$ cat src/rtl/reservation_station_pkg.sv
// rtl/reservation_station_pkg.sv - shared types and default widths for the reservation station
//
// Purpose: package rs_pkg, imported by every reservation station file.
//   rs_entry_t : one scheduler slot (valid, op, qj, qk, vj, vk, a, dest)
//   TAG_NONE   : tag value meaning "operand value already present"
//   XLEN/OP_W/TAG_W : default data, opcode and tag widths

package rs_pkg;

    localparam int XLEN  = 32;
    localparam int OP_W  = 10;
    localparam int TAG_W = 5;

    localparam logic [TAG_W-1:0] TAG_NONE = '0;

    typedef struct packed {
        logic             valid;
        logic [OP_W-1:0]  op;
        logic [TAG_W-1:0] qj;
        logic [TAG_W-1:0] qk;
        logic [XLEN-1:0]  vj;
        logic [XLEN-1:0]  vk;
        logic [XLEN-1:0]  a;
        logic [TAG_W-1:0] dest;
    } rs_entry_t;

endpackage

$ cat src/rtl/reservation_station_if.sv
// rtl/reservation_station_if.sv - dispatch, CDB and issue bundle of the reservation station
//
// Purpose: groups the decoder dispatch handshake, the common data bus snoop
// and the execution-unit issue handshake.
//   master : decoder / CDB / execution unit side (drives disp_*, cdb_*, issue_ready)
//   slave  : reservation station side (drives disp_ready, issue_*, occupancy)

interface reservation_station_if
    import rs_pkg::*;
#(
    parameter int DEPTH = 4,
    parameter int TAG_W = rs_pkg::TAG_W,
    parameter int XLEN  = rs_pkg::XLEN,
    parameter int OP_W  = rs_pkg::OP_W
);

    logic                     disp_valid;
    logic                     disp_ready;
    logic [OP_W-1:0]          disp_op;
    logic [TAG_W-1:0]         disp_qj;
    logic [TAG_W-1:0]         disp_qk;
    logic [XLEN-1:0]          disp_vj;
    logic [XLEN-1:0]          disp_vk;
    logic [XLEN-1:0]          disp_a;
    logic [TAG_W-1:0]         disp_dest;

    logic                     cdb_valid;
    logic [TAG_W-1:0]         cdb_tag;
    logic [XLEN-1:0]          cdb_value;

    logic                     issue_valid;
    logic                     issue_ready;
    logic [OP_W-1:0]          issue_op;
    logic [XLEN-1:0]          issue_vj;
    logic [XLEN-1:0]          issue_vk;
    logic [XLEN-1:0]          issue_a;
    logic [TAG_W-1:0]         issue_dest;

    logic [$clog2(DEPTH):0]   occupancy;

    modport master (
        output disp_valid, disp_op, disp_qj, disp_qk, disp_vj, disp_vk, disp_a, disp_dest,
        output cdb_valid, cdb_tag, cdb_value,
        output issue_ready,
        input  disp_ready,
        input  issue_valid, issue_op, issue_vj, issue_vk, issue_a, issue_dest,
        input  occupancy
    );

    modport slave (
        input  disp_valid, disp_op, disp_qj, disp_qk, disp_vj, disp_vk, disp_a, disp_dest,
        input  cdb_valid, cdb_tag, cdb_value,
        input  issue_ready,
        output disp_ready,
        output issue_valid, issue_op, issue_vj, issue_vk, issue_a, issue_dest,
        output occupancy
    );

endinterface

$ cat src/rtl/reservation_station_age_matrix_arbiter.sv
// rtl/reservation_station_age_matrix_arbiter.sv - oldest-first arbiter built on an age matrix
//
// Purpose: age_q[i][j] = 1 means entry j was dispatched before entry i.
// Ports:
//   clk, reset          : clock, asynchronous active-high reset
//   flush               : synchronous clear of the whole matrix
//   alloc_valid/idx     : entry being allocated this cycle
//   valid_vec           : registered entry valid bits
//   free_mask           : one-hot entry being freed this cycle (or zero)
//   req                 : entries eligible for selection
//   grant               : one-hot oldest requesting entry

module age_matrix_arbiter
    import rs_pkg::*;
#(
    parameter int DEPTH = 4
) (
    input  logic                       clk,
    input  logic                       reset,
    input  logic                       flush,
    input  logic                       alloc_valid,
    input  logic [$clog2(DEPTH)-1:0]   alloc_idx,
    input  logic [DEPTH-1:0]           valid_vec,
    input  logic [DEPTH-1:0]           free_mask,
    input  logic [DEPTH-1:0]           req,
    output logic [DEPTH-1:0]           grant
);

    logic [DEPTH-1:0] age_q [DEPTH];
    logic [DEPTH-1:0] age_d [DEPTH];

    always_comb begin
        for (int i = 0; i < DEPTH; i++) begin
            grant[i] = req[i] && ((age_q[i] & req) == '0);
        end
    end

    // Freed columns are cleared so rows never reference a dead entry; a new
    // entry is younger than every survivor, hence the row copy of valid_vec.
    always_comb begin
        for (int r = 0; r < DEPTH; r++) begin
            age_d[r] = age_q[r] & ~free_mask;
        end
        if (alloc_valid) begin
            age_d[alloc_idx] = valid_vec & ~free_mask;
            for (int r = 0; r < DEPTH; r++) begin
                age_d[r][alloc_idx] = 1'b0;
            end
        end
        if (flush) begin
            for (int r = 0; r < DEPTH; r++) begin
                age_d[r] = '0;
            end
        end
    end

    always_ff @(posedge clk or posedge reset) begin
        if (reset) begin
            for (int r = 0; r < DEPTH; r++) begin
                age_q[r] <= '0;
            end
        end else begin
            for (int r = 0; r < DEPTH; r++) begin
                age_q[r] <= age_d[r];
            end
        end
    end

endmodule

$ cat src/rtl/reservation_station.sv
// rtl/reservation_station.sv - Tomasulo reservation station feeding one execution unit
//
// Purpose: buffers decoded ops, captures pending operands from the CDB and
// issues the oldest fully-ready entry.
// Ports:
//   clk, reset : clock, asynchronous active-high reset
//   flush      : synchronous discard of every entry (beats dispatch/issue/CDB)
//   bus        : reservation_station_if.slave (dispatch, CDB, issue, occupancy)

module reservation_station
    import rs_pkg::*;
#(
    parameter int DEPTH = 4,
    parameter int TAG_W = rs_pkg::TAG_W,
    parameter int XLEN  = rs_pkg::XLEN,
    parameter int OP_W  = rs_pkg::OP_W
) (
    input  logic                 clk,
    input  logic                 reset,
    input  logic                 flush,
    reservation_station_if.slave bus
);

    localparam int IDX_W = $clog2(DEPTH);
    localparam int CNT_W = IDX_W + 1;
    localparam logic [TAG_W-1:0] NO_TAG = TAG_W'(TAG_NONE);

    typedef struct packed {
        logic             valid;
        logic [OP_W-1:0]  op;
        logic [TAG_W-1:0] qj;
        logic [TAG_W-1:0] qk;
        logic [XLEN-1:0]  vj;
        logic [XLEN-1:0]  vk;
        logic [XLEN-1:0]  a;
        logic [TAG_W-1:0] dest;
    } entry_t;

    entry_t           entries_q [DEPTH];
    entry_t           entries_d [DEPTH];
    logic [CNT_W-1:0] occ_q, occ_d;
    logic             hold_q, hold_d;
    logic [DEPTH-1:0] held_q, held_d;

    logic [DEPTH-1:0] valid_vec;
    logic [DEPTH-1:0] ready_vec;
    logic [DEPTH-1:0] arb_grant;
    logic [DEPTH-1:0] grant;
    logic [DEPTH-1:0] free_mask;
    logic [IDX_W-1:0] alloc_idx;
    logic             disp_fire;
    logic             issue_fire;
    entry_t           sel;

    // Readiness uses registered operands only: a CDB capture becomes
    // issuable the following cycle.
    always_comb begin
        alloc_idx = '0;
        for (int i = 0; i < DEPTH; i++) begin
            valid_vec[i] = entries_q[i].valid;
            ready_vec[i] = entries_q[i].valid && (entries_q[i].qj == NO_TAG) &&
                           (entries_q[i].qk == NO_TAG);
        end
        for (int i = DEPTH - 1; i >= 0; i--) begin
            if (!entries_q[i].valid) begin
                alloc_idx = IDX_W'(i);
            end
        end
    end

    age_matrix_arbiter #(.DEPTH(DEPTH)) u_arb (
        .clk         (clk),
        .reset       (reset),
        .flush       (flush),
        .alloc_valid (disp_fire),
        .alloc_idx   (alloc_idx),
        .valid_vec   (valid_vec),
        .free_mask   (free_mask),
        .req         (ready_vec),
        .grant       (arb_grant)
    );

    // While the execution unit stalls, the presented entry is pinned even if
    // an older entry wakes up meanwhile.
    always_comb begin
        grant = hold_q ? held_q : arb_grant;
        sel   = '0;
        for (int i = 0; i < DEPTH; i++) begin
            if (grant[i]) begin
                sel = entries_q[i];
            end
        end
        bus.issue_valid = |grant;
        bus.issue_op    = sel.op;
        bus.issue_vj    = sel.vj;
        bus.issue_vk    = sel.vk;
        bus.issue_a     = sel.a;
        bus.issue_dest  = sel.dest;
        bus.disp_ready  = (occ_q < CNT_W'(DEPTH));
        disp_fire       = bus.disp_valid && bus.disp_ready;
        issue_fire      = bus.issue_valid && bus.issue_ready;
        free_mask       = issue_fire ? grant : '0;
    end

    assign bus.occupancy = occ_q;

    always_comb begin
        for (int i = 0; i < DEPTH; i++) begin
            entries_d[i] = entries_q[i];
            if (entries_q[i].valid && bus.cdb_valid) begin
                if (entries_q[i].qj != NO_TAG && entries_q[i].qj == bus.cdb_tag) begin
                    entries_d[i].qj = NO_TAG;
                    entries_d[i].vj = bus.cdb_value;
                end
                if (entries_q[i].qk != NO_TAG && entries_q[i].qk == bus.cdb_tag) begin
                    entries_d[i].qk = NO_TAG;
                    entries_d[i].vk = bus.cdb_value;
                end
            end
            if (free_mask[i]) begin
                entries_d[i].valid = 1'b0;
            end
        end

        if (disp_fire) begin
            entries_d[alloc_idx].valid = 1'b1;
            entries_d[alloc_idx].op    = bus.disp_op;
            entries_d[alloc_idx].a     = bus.disp_a;
            entries_d[alloc_idx].dest  = bus.disp_dest;
            entries_d[alloc_idx].qj    = bus.disp_qj;
            entries_d[alloc_idx].vj    = bus.disp_vj;
            entries_d[alloc_idx].qk    = bus.disp_qk;
            entries_d[alloc_idx].vk    = bus.disp_vk;
            // Result broadcast in the dispatch cycle would otherwise be missed.
            if (bus.cdb_valid && bus.disp_qj != NO_TAG && bus.disp_qj == bus.cdb_tag) begin
                entries_d[alloc_idx].qj = NO_TAG;
                entries_d[alloc_idx].vj = bus.cdb_value;
            end
            if (bus.cdb_valid && bus.disp_qk != NO_TAG && bus.disp_qk == bus.cdb_tag) begin
                entries_d[alloc_idx].qk = NO_TAG;
                entries_d[alloc_idx].vk = bus.cdb_value;
            end
        end

        if (flush) begin
            for (int i = 0; i < DEPTH; i++) begin
                entries_d[i].valid = 1'b0;
            end
        end

        if (flush) begin
            occ_d = '0;
        end else begin
            occ_d = occ_q + CNT_W'(disp_fire) - CNT_W'(issue_fire);
        end

        hold_d = bus.issue_valid && !bus.issue_ready && !flush;
        held_d = grant;
    end

    always_ff @(posedge clk or posedge reset) begin
        if (reset) begin
            for (int i = 0; i < DEPTH; i++) begin
                entries_q[i] <= '0;
            end
            occ_q  <= '0;
            hold_q <= 1'b0;
            held_q <= '0;
        end else begin
            for (int i = 0; i < DEPTH; i++) begin
                entries_q[i] <= entries_d[i];
            end
            occ_q  <= occ_d;
            hold_q <= hold_d;
            held_q <= held_d;
        end
    end

endmodule
$ cat src/flat_wrapper.sv
// flat-port wrapper written by rule: the top's interface ports become plain ports
module reservation_station_flat import rs_pkg::*;
#(
    parameter int DEPTH = 4,
    parameter int TAG_W = rs_pkg::TAG_W,
    parameter int XLEN  = rs_pkg::XLEN,
    parameter int OP_W  = rs_pkg::OP_W
)
  (clk, reset, flush, bus_disp_valid, bus_disp_op, bus_disp_qj, bus_disp_qk, bus_disp_vj, bus_disp_vk, bus_disp_a, bus_disp_dest, bus_cdb_valid, bus_cdb_tag, bus_cdb_value, bus_issue_ready, bus_disp_ready, bus_issue_valid, bus_issue_op, bus_issue_vj, bus_issue_vk, bus_issue_a, bus_issue_dest, bus_occupancy);
  reservation_station_if #(.DEPTH(DEPTH), .TAG_W(TAG_W), .XLEN(XLEN), .OP_W(OP_W)) bus_i ();
  input  logic clk;
  input  logic reset;
  input  logic flush;
  input wire logic [$bits(bus_i.disp_valid)-1:0] bus_disp_valid;
  input wire logic [$bits(bus_i.disp_op)-1:0] bus_disp_op;
  input wire logic [$bits(bus_i.disp_qj)-1:0] bus_disp_qj;
  input wire logic [$bits(bus_i.disp_qk)-1:0] bus_disp_qk;
  input wire logic [$bits(bus_i.disp_vj)-1:0] bus_disp_vj;
  input wire logic [$bits(bus_i.disp_vk)-1:0] bus_disp_vk;
  input wire logic [$bits(bus_i.disp_a)-1:0] bus_disp_a;
  input wire logic [$bits(bus_i.disp_dest)-1:0] bus_disp_dest;
  input wire logic [$bits(bus_i.cdb_valid)-1:0] bus_cdb_valid;
  input wire logic [$bits(bus_i.cdb_tag)-1:0] bus_cdb_tag;
  input wire logic [$bits(bus_i.cdb_value)-1:0] bus_cdb_value;
  input wire logic [$bits(bus_i.issue_ready)-1:0] bus_issue_ready;
  output wire logic [$bits(bus_i.disp_ready)-1:0] bus_disp_ready;
  output wire logic [$bits(bus_i.issue_valid)-1:0] bus_issue_valid;
  output wire logic [$bits(bus_i.issue_op)-1:0] bus_issue_op;
  output wire logic [$bits(bus_i.issue_vj)-1:0] bus_issue_vj;
  output wire logic [$bits(bus_i.issue_vk)-1:0] bus_issue_vk;
  output wire logic [$bits(bus_i.issue_a)-1:0] bus_issue_a;
  output wire logic [$bits(bus_i.issue_dest)-1:0] bus_issue_dest;
  output wire logic [$bits(bus_i.occupancy)-1:0] bus_occupancy;
  assign bus_i.disp_valid = bus_disp_valid;
  assign bus_i.disp_op = bus_disp_op;
  assign bus_i.disp_qj = bus_disp_qj;
  assign bus_i.disp_qk = bus_disp_qk;
  assign bus_i.disp_vj = bus_disp_vj;
  assign bus_i.disp_vk = bus_disp_vk;
  assign bus_i.disp_a = bus_disp_a;
  assign bus_i.disp_dest = bus_disp_dest;
  assign bus_i.cdb_valid = bus_cdb_valid;
  assign bus_i.cdb_tag = bus_cdb_tag;
  assign bus_i.cdb_value = bus_cdb_value;
  assign bus_i.issue_ready = bus_issue_ready;
  assign bus_disp_ready = bus_i.disp_ready;
  assign bus_issue_valid = bus_i.issue_valid;
  assign bus_issue_op = bus_i.issue_op;
  assign bus_issue_vj = bus_i.issue_vj;
  assign bus_issue_vk = bus_i.issue_vk;
  assign bus_issue_a = bus_i.issue_a;
  assign bus_issue_dest = bus_i.issue_dest;
  assign bus_occupancy = bus_i.occupancy;
  reservation_station #(.DEPTH(DEPTH), .TAG_W(TAG_W), .XLEN(XLEN), .OP_W(OP_W)) u_core (.clk(clk), .reset(reset), .flush(flush), .bus(bus_i));
endmodule
$ cat config.mk
export PLATFORM = sky130hd
export DESIGN_NAME = reservation_station_flat
export DESIGN_NICKNAME = d
export VERILOG_FILES = /design/src/rtl/reservation_station_pkg.sv /design/src/rtl/reservation_station_if.sv /design/src/rtl/reservation_station_age_matrix_arbiter.sv /design/src/rtl/reservation_station.sv /design/src/flat_wrapper.sv
export SDC_FILE = /design/constraint.sdc
export NUM_CORES = 2
export LEC_CHECK = 0
export ABC_AREA = 0
export BUFFER_PORTS_ARGS = -buffer_cell sky130_fd_sc_hd__buf_2
export CAP_MARGIN = 30
export CORE_MARGIN = 2
export CORE_UTILIZATION = 40
export CTS_CLUSTER_DIAMETER = 200
export CTS_CLUSTER_SIZE = 40
export DETAILED_ROUTE_END_ITERATION = 7
export PLACE_DENSITY = 0.71
export SETUP_SLACK_MARGIN = 0.15
export SYNTH_ARGS = -nofsm -noshare
export SYNTH_HDL_FRONTEND = slang
export SYNTH_SLANG_ARGS = --single-unit
$ cat constraint.sdc
create_clock -name clk -period 14 [get_ports clk]
set_clock_uncertainty 0.1 [all_clocks]
set_input_delay 0.7 -clock clk [delete_from_list [all_inputs] [get_ports clk]]
set_output_delay 0.7 -clock clk [all_outputs]
set_load 0.02 [all_outputs]
* Yosys cells after proc, flatten, opt, wreduce, memory -nomap -nowiden
Index checks and enable logic that the tools add are counted. W data, S select, Z words.
Word-level totals: bits in registers 512, input bits 164, output and inout port bits 116, word-level logic and storage cells 209
Cells by class: $add $sub $neg 2, magnitude comparators 5, eq/ne operators 10, multiplexer cells 78, bitwise logic cells 16, reduce and logical (&&, ||, !) cells 59
Operators with widths (number):
- $bwmux W488 | 12
- $demux W122 S2 | 8
- $mux W488 | 4
- $mux W121 | 5
- $mux W74 | 4
- $mux W32 | 8
- $mux W122 | 1
- $mux W111 | 1
- $mux W106 | 1
- $mux W101 | 1
- $mux W69 | 1
- $and A4 B4 Y4 | 13
- $eq A5 B5 Y1 | 10
- $reduce_bool A5 Y1 | 10
- $mux W5 | 9
- $logic_not A5 Y1 | 8
- $mux W37 | 1
- $logic_and A1 B1 Y1 | 34
- $mux W16 | 2
- $bwmux W16 | 1
- $logic_not A4 Y1 | 4
- $mux W4 | 3
- $mux W1 | 9
- $demux W4 S2 | 1
- other kinds (14) | 19

* Logic depth before layout (Yosys ltp)
depth in word-level cells 28, gate-level depth with buffers 16, gate-level depth less buffers 15

* Hierarchy
Synthesis repeated with hierarchy kept, for this count alone.
Second synthesis, totals: cell total of the unflattened synthesis 2978, area total of the unflattened synthesis 26218.9 µm²
Modules (own cells, without submodules):
- reservation_station | times used 1, cells an instance 2886, area an instance 25351.8 µm², sequential area each 12411.9 µm²
- age_matrix_arbiter | times used 1, cells an instance 92, area an instance 867.1 µm², sequential area each 400.4 µm²

* Least setup slack after synthesis
No wires, ideal clock.
kind reg-to-reg, start register u_core.entries_q[224] (netlist bit), end register u_core.occ_q[2], in the netlist u_core.bus.occupancy[2], setup time 0.133 ns, arrival 3.844 ns, required time 13.767 ns, path slack 9.922 ns, stages on the path, launching flop included 16, path buffers 0, period minus slack after synthesis 4.078 ns, cell sequence dfrtp_1 or4_1 or4_4 o2111a_1 o21ai_2 inv_2 or4_4 and2_1 ha_1 inv_1 ha_1 inv_1 fa_1 xnor2_1 xnor2_1 nor2_1
Between the ends: longest elaborated chain between the ends 10, elaborated cells on any way between the ends 19, those cells by class add/sub (1); mux (2); bitwise (4); reduce/logical (12)
Ends and longest elaborated chain:
- start: declaration | RTL line reservation_station.sv:39 | entry_t entries_q [DEPTH];
- start signal: indexed assignment | RTL line reservation_station.sv:171 | entries_q[i] <= entries_d[i];
- $logic_not A5 Y1 (*) | RTL line reservation_station.sv:62 | (entries_q[i].qk == NO_TAG);
- $logic_and A1 B1 Y1 (*) | RTL line reservation_station.sv:61 | ready_vec[i] = entries_q[i].valid && (entries_q[i].qj == NO_TAG) &&
- $and A4 B4 Y4 | RTL line reservation_station_age_matrix_arbiter.sv:34 | grant[i] = req[i] && ((age_q[i] & req) == '0);
- $logic_not A4 Y1 | RTL line reservation_station_age_matrix_arbiter.sv:34
- $logic_and A1 B1 Y1 | RTL line reservation_station_age_matrix_arbiter.sv:34
- $mux W4 (*) | RTL line reservation_station.sv:86 | grant = hold_q ? held_q : arb_grant;
- $reduce_or A4 Y1 (*) | RTL line reservation_station.sv:93 | bus.issue_valid = |grant;
- named net bus_issue_valid | RTL line flat_wrapper.sv:27 | output wire logic [$bits(bus_i.issue_valid)-1:0] bus_issue_valid;
- $logic_and A1 B1 Y1 (*) | RTL line reservation_station.sv:101 | issue_fire = bus.issue_valid && bus.issue_ready;
- $sub A3 B1 Y3 (*) | RTL line reservation_station.sv:154 | occ_d = occ_q + CNT_W'(disp_fire) - CNT_W'(issue_fire);
- $mux W3 (*) | RTL line reservation_station.sv:151 | if (flush) begin
- named net u_core.occ_d[2] | RTL line reservation_station.sv:41 | logic [CNT_W-1:0] occ_q, occ_d;
- end signal: assignment | RTL line reservation_station.sv:166 | occ_q <= '0;
- end signal: assignment | RTL line reservation_station.sv:173 | occ_q <= occ_d;
- end: declaration | RTL line reservation_station.sv:41
The timed path passes the listed nets; every way through them passes the cells marked *. A chain may end at the register's enable or synchronous reset.

* Worst setup path after layout
start register u_core.entries_q[102] (netlist bit), end output port bus_issue_op[4]
Between the ends: longest elaborated chain between the ends 10, elaborated cells on any way between the ends 19, those cells by class mux (5); bitwise (4); reduce/logical (10)
Ends and longest elaborated chain:
- $logic_not A5 Y1 (*) | RTL line reservation_station.sv:62
- $logic_and A1 B1 Y1 (*) | RTL line reservation_station.sv:61
- $and A4 B4 Y4 | RTL line reservation_station_age_matrix_arbiter.sv:34
- $logic_not A4 Y1 | RTL line reservation_station_age_matrix_arbiter.sv:34
- $logic_and A1 B1 Y1 | RTL line reservation_station_age_matrix_arbiter.sv:34
- $mux W4 (*) | RTL line reservation_station.sv:86
- $mux W121 (3 in series) | RTL line reservation_station.sv:89 | if (grant[i]) begin
- $mux W121 (*) | RTL line reservation_station.sv:89
- end: declaration | RTL line flat_wrapper.sv:28 | output wire logic [$bits(bus_i.issue_op)-1:0] bus_issue_op;
Every way passes the cells marked *; elsewhere a longest branch is shown, timed or not.

==> reports/summary.md <==
### Run
- 0 — max-cap check violation count

### Synthesis
- 616 x sky130_fd_sc_hd__nand2_1, 512 x sky130_fd_sc_hd__dfrtp_1, 346 x sky130_fd_sc_hd__inv_1, 192 x sky130_fd_sc_hd__a222oi_1, 142 x sky130_fd_sc_hd__clkbuf_1 — Commonest cells post-synth
- 2661 — Mapped Nets
- 2494 — number of instances in the synthesized netlist
- sky130_fd_sc_hd__dfrtp_1 — cell taking the most area after synthesis
- 53.2% — area fraction of the dominant cell type after synthesis
- 9.67 um2 — mean instance size in the synthesized netlist
- 0 — Post-synth EDFFs
- 100% — async set-or-reset flop fraction in the synthesized netlist
- 512 — flip-flop and latch count after synthesis
- 0 — total of warnings raised by yosys
- 54 — count of distinct cell types in the synthesized netlist
- sky130_fd_sc_hd__dfrtp_1 53%, sky130_fd_sc_hd__nand2_1 9.6%, sky130_fd_sc_hd__a222oi_1 8.0% — biggest area contributors in the synthesized netlist
- sky130_fd_sc_hd__dfrtp_1 — Synth Flop Type
- sky130_fd_sc_hd__nand2_1 — leading cell type by number of instances after synthesis
- 53.2% — Seq/Total Area, Yosys
- 0.0241 mm2 — Post-Syn Area

### Floorplan
- 249 um — die extent in y
- 280 — IO Pins
- 249 um — Horiz. Die Dim
- 89 — standard-cell rows
- 0.0594 mm2 — core footprint
- 0.0622 mm2 — overall die area
- 40.6% — Starting Density

### Timing
- 0 ps — Total Negative Setup Slacks
- 0 — total count of hold-check failures in the final report
- 1200 ps — slew at the pin with the worst max-slew slack
- 39.7% — Final Cycle Share
- 8440 ps — Final Worst Setup Slack
- 5560 ps — final critical delay including setup and external delays
- 0 — final count of pins violating max slew
- 20.1% — Worst slew margin
- no — unrepaired setup endpoints after global routing
- 0 — number of setup violations in the final report
- 180 MHz — Achievable Freq

### Setup path
- 3 — buffers plus inverters on the worst setup path
- u_core.bus.occupancy[2]$_DFF_PP0_ — Reg-to-Reg End
- 15 — Worst Reg2Reg Path Length in Cells
- output port — type of element capturing the critical path
- or4_1 > and4bb_2 > o211ai_1 > o21ai_4 > buf_16 > nand2b_4 > buf_4 > o221ai_1 > buf_2 — cells along the critical path
- u_core.entries_q[224]$_DFF_PP0_ — RR Startpoint
- 9320 ps — R2R setup slack
- reg -> out — Worst Path Class, Setup
- 740 ps — Max stage delay on crit path
- register — CP startpoint kind
- 4760 ps — data arrival time at the worst-slack endpoint
- 61 — highest net fanout along the worst path
- simple AND/OR/NAND/NOR gates — Top delay family on crit path
- 13200 ps — required time of the critical path
- sky130_fd_sc_hd__buf_4 — cell with the biggest individual delay on the critical path

### Detailed routing
- 23.7 um — wire length per cell
- 0 — DRT antenna net count
- 6.11 — routed vias/inst
- 3513 — number of DRC markers in iteration 0
- 90 — final routed DRC violation total
- 21000 — total via count in the routed design
- 8 — iteration count of the initial detailed-routing pass
- 81.4 mm — final WL

### Power
- 0.0000875 V — maximum vdd ir drop
- 13.2 nW — Leak
- 148 mW/mm2 — areal power density over the cells

### Clocking
- 580 ps — Clk Latency, worst-skew pair
- 0 — post-CTS setup repair buffer count
- 3 — Clock Path Buffers
- sky130_fd_sc_hd__clkbuf_16 — cell at the root of the clock tree
- 512 — clock sinks
- 1 — maximum level of the CTS H-tree
- 0 — hold_buf cts
- 0 — number of gates given a new drive strength after cts
- 16 — total CTS buffers
- yes — CTS tree
- 150 ps — clock transition time at the flip-flop clock pins of the worst setup and hold paths

### GRT
- 188 — largest net degree at the start of global routing
- 21400 — number of global-route vias before repair
- 0 — grt total ovfl
- 125 mm — wire length of the first global-routing pass
- 15 — initial antenna violation count
- 25.2% — All-Layer GR Usage

### Status
- DRC — violations in the final reports
- complete, but fails checks — status

### Final layout
- 15.7% — share of cells above drive strength 1
- 12.0% — Layout Area Growth over Synthesis
- 0.0270 mm2 — area of all placed cells without fillers
- 2817 — Final #Nets

### Place
- 0.0265 mm2 — area post-placement
- 51.0 mm — HPWL after DPL
- 8810 ps — worst setup slack after placement
- 279 — total of buffers placed on input and output ports
- 0.862 — final weighted congestion in routability-driven placement

### Hold path
- in -> async — type of the most critical hold path

[worst max path at each step]
stage / start / to / slack [ps] / cells after the start
final: u_core.entries_q[102]$_DFF_PP0_ / bus_issue_op[4] / 8440 / 9
after global routing: u_core.entries_q[102]$_DFF_PP0_ / bus_issue_op[4] / 8200 / 9
after CTS: u_core.entries_q[102]$_DFF_PP0_ / bus_issue_op[4] / 8160 / 8
after detailed placement: u_core.entries_q[102]$_DFF_PP0_ / bus_issue_op[4] / 8810 / 8
after global placement: u_core.entries_q[102]$_DFF_PP0_ / bus_issue_op[2] / 8910 / 8
after floorplan: reset / asynchronous set/reset pin / 6250 / 1
[tightest hold or removal path, delay by kind of cell]
| kind | cells | cell delay (ps) |
|---|---|---|
| buffers and inverters | 3 | 740 |
[kinds of logic (layout without fill, tap and decap cells)]
| kind of cell | Yosys count | in the layout | synth area share (%) |
|---|---|---|---|
| buffers and inverters | 531 | 687 | 8.46 |
| other | 0 | 4 | 0 |
| multiplexers | 112 | 112 | 4.65 |
| adder cells (fa/ha/maj) | 3 | 3 | 0.187 |
| XOR/XNOR | 49 | 49 | 1.78 |
| AND/OR/NAND/NOR | 749 | 749 | 12.8 |
| AO/OA/AOI/OAI | 538 | 538 | 19.0 |
| flip-flops | 512 | 512 | 53.2 |
[final cells by class]
class                           count  area (um2)
Clock inverter                      1        8.76
Tap cell                          773         967
Timing Repair Buffer              322        1990
Inverter                          347        1310
Antenna cell                        4        10.0
Clock buffer                       17         425
Fill cell                        5562       32300
Sequential cell                   512       12800
Multi-Input combinational cell   1451        9480
[cell usage in the layout (no fill, tap or decap), types with 3 or more instances in the layout]
cell                        count
sky130_fd_sc_hd__and2_1        10
sky130_fd_sc_hd__nor3_1        16
sky130_fd_sc_hd__buf_2        279
sky130_fd_sc_hd__nor3b_1        5
sky130_fd_sc_hd__buf_16         9
sky130_fd_sc_hd__clkbuf_16     17
sky130_fd_sc_hd__mux2i_1      111
sky130_fd_sc_hd__nand2_2        3
sky130_fd_sc_hd__diode_2        4
sky130_fd_sc_hd__or4_1          4
sky130_fd_sc_hd__a222oi_1     192
sky130_fd_sc_hd__nand2b_1       3
sky130_fd_sc_hd__or3_1         32
sky130_fd_sc_hd__o21a_1         4
sky130_fd_sc_hd__nor4_1         3
sky130_fd_sc_hd__o221ai_1     111
sky130_fd_sc_hd__and3_1         3
sky130_fd_sc_hd__nor2_4         7
sky130_fd_sc_hd__nor2_1        21
sky130_fd_sc_hd__nand3_1        4
sky130_fd_sc_hd__o221a_2       33
sky130_fd_sc_hd__o22ai_1       32
sky130_fd_sc_hd__buf_12         7
sky130_fd_sc_hd__o21ai_4        7
sky130_fd_sc_hd__o21ai_0       52
sky130_fd_sc_hd__nor2b_1        3
sky130_fd_sc_hd__dfrtp_1      512
sky130_fd_sc_hd__a22o_1        41
sky130_fd_sc_hd__nand4_1       10
sky130_fd_sc_hd__a211oi_1       3
sky130_fd_sc_hd__nand2_1      613
sky130_fd_sc_hd__xnor2_1       35
sky130_fd_sc_hd__a21oi_4        4
sky130_fd_sc_hd__a21oi_1       40
sky130_fd_sc_hd__buf_4         27
sky130_fd_sc_hd__xor2_1        14
sky130_fd_sc_hd__inv_1        345
[power breakdown]
group	leakage, nW	internal [mW]	switching (mW)
clock network	0.214	0.223	0.455
logic	7.21	0.463	0.644
registers	5.81	1.95	0.260
total	13.2	2.64	1.36
[layer usage]
layer  track usage [%]  vias up  share of wire (%)
met1              33.0    10400                 39
met2              41.7     1332                 47
li1                  -     9038                  -
met4              7.64       24                2.9
met5                 0        -               0.19
met3              5.84      206                 11
[stage by stage]
step	hold WS (ps)	instances	power (mW)	utilization (%)
2_1_floorplan	345	2494	2.95	-
4_1_cts	230	3420	3.99	45.3
5_1_grt	232	3424	4.23	45.5
6_report	206	3427	4.00	45.5
3_3_place_gp	357	3391	3.25	44.2
3_5_place_dp	361	3402	3.32	44.6
(Power assumes the default switching activity.)
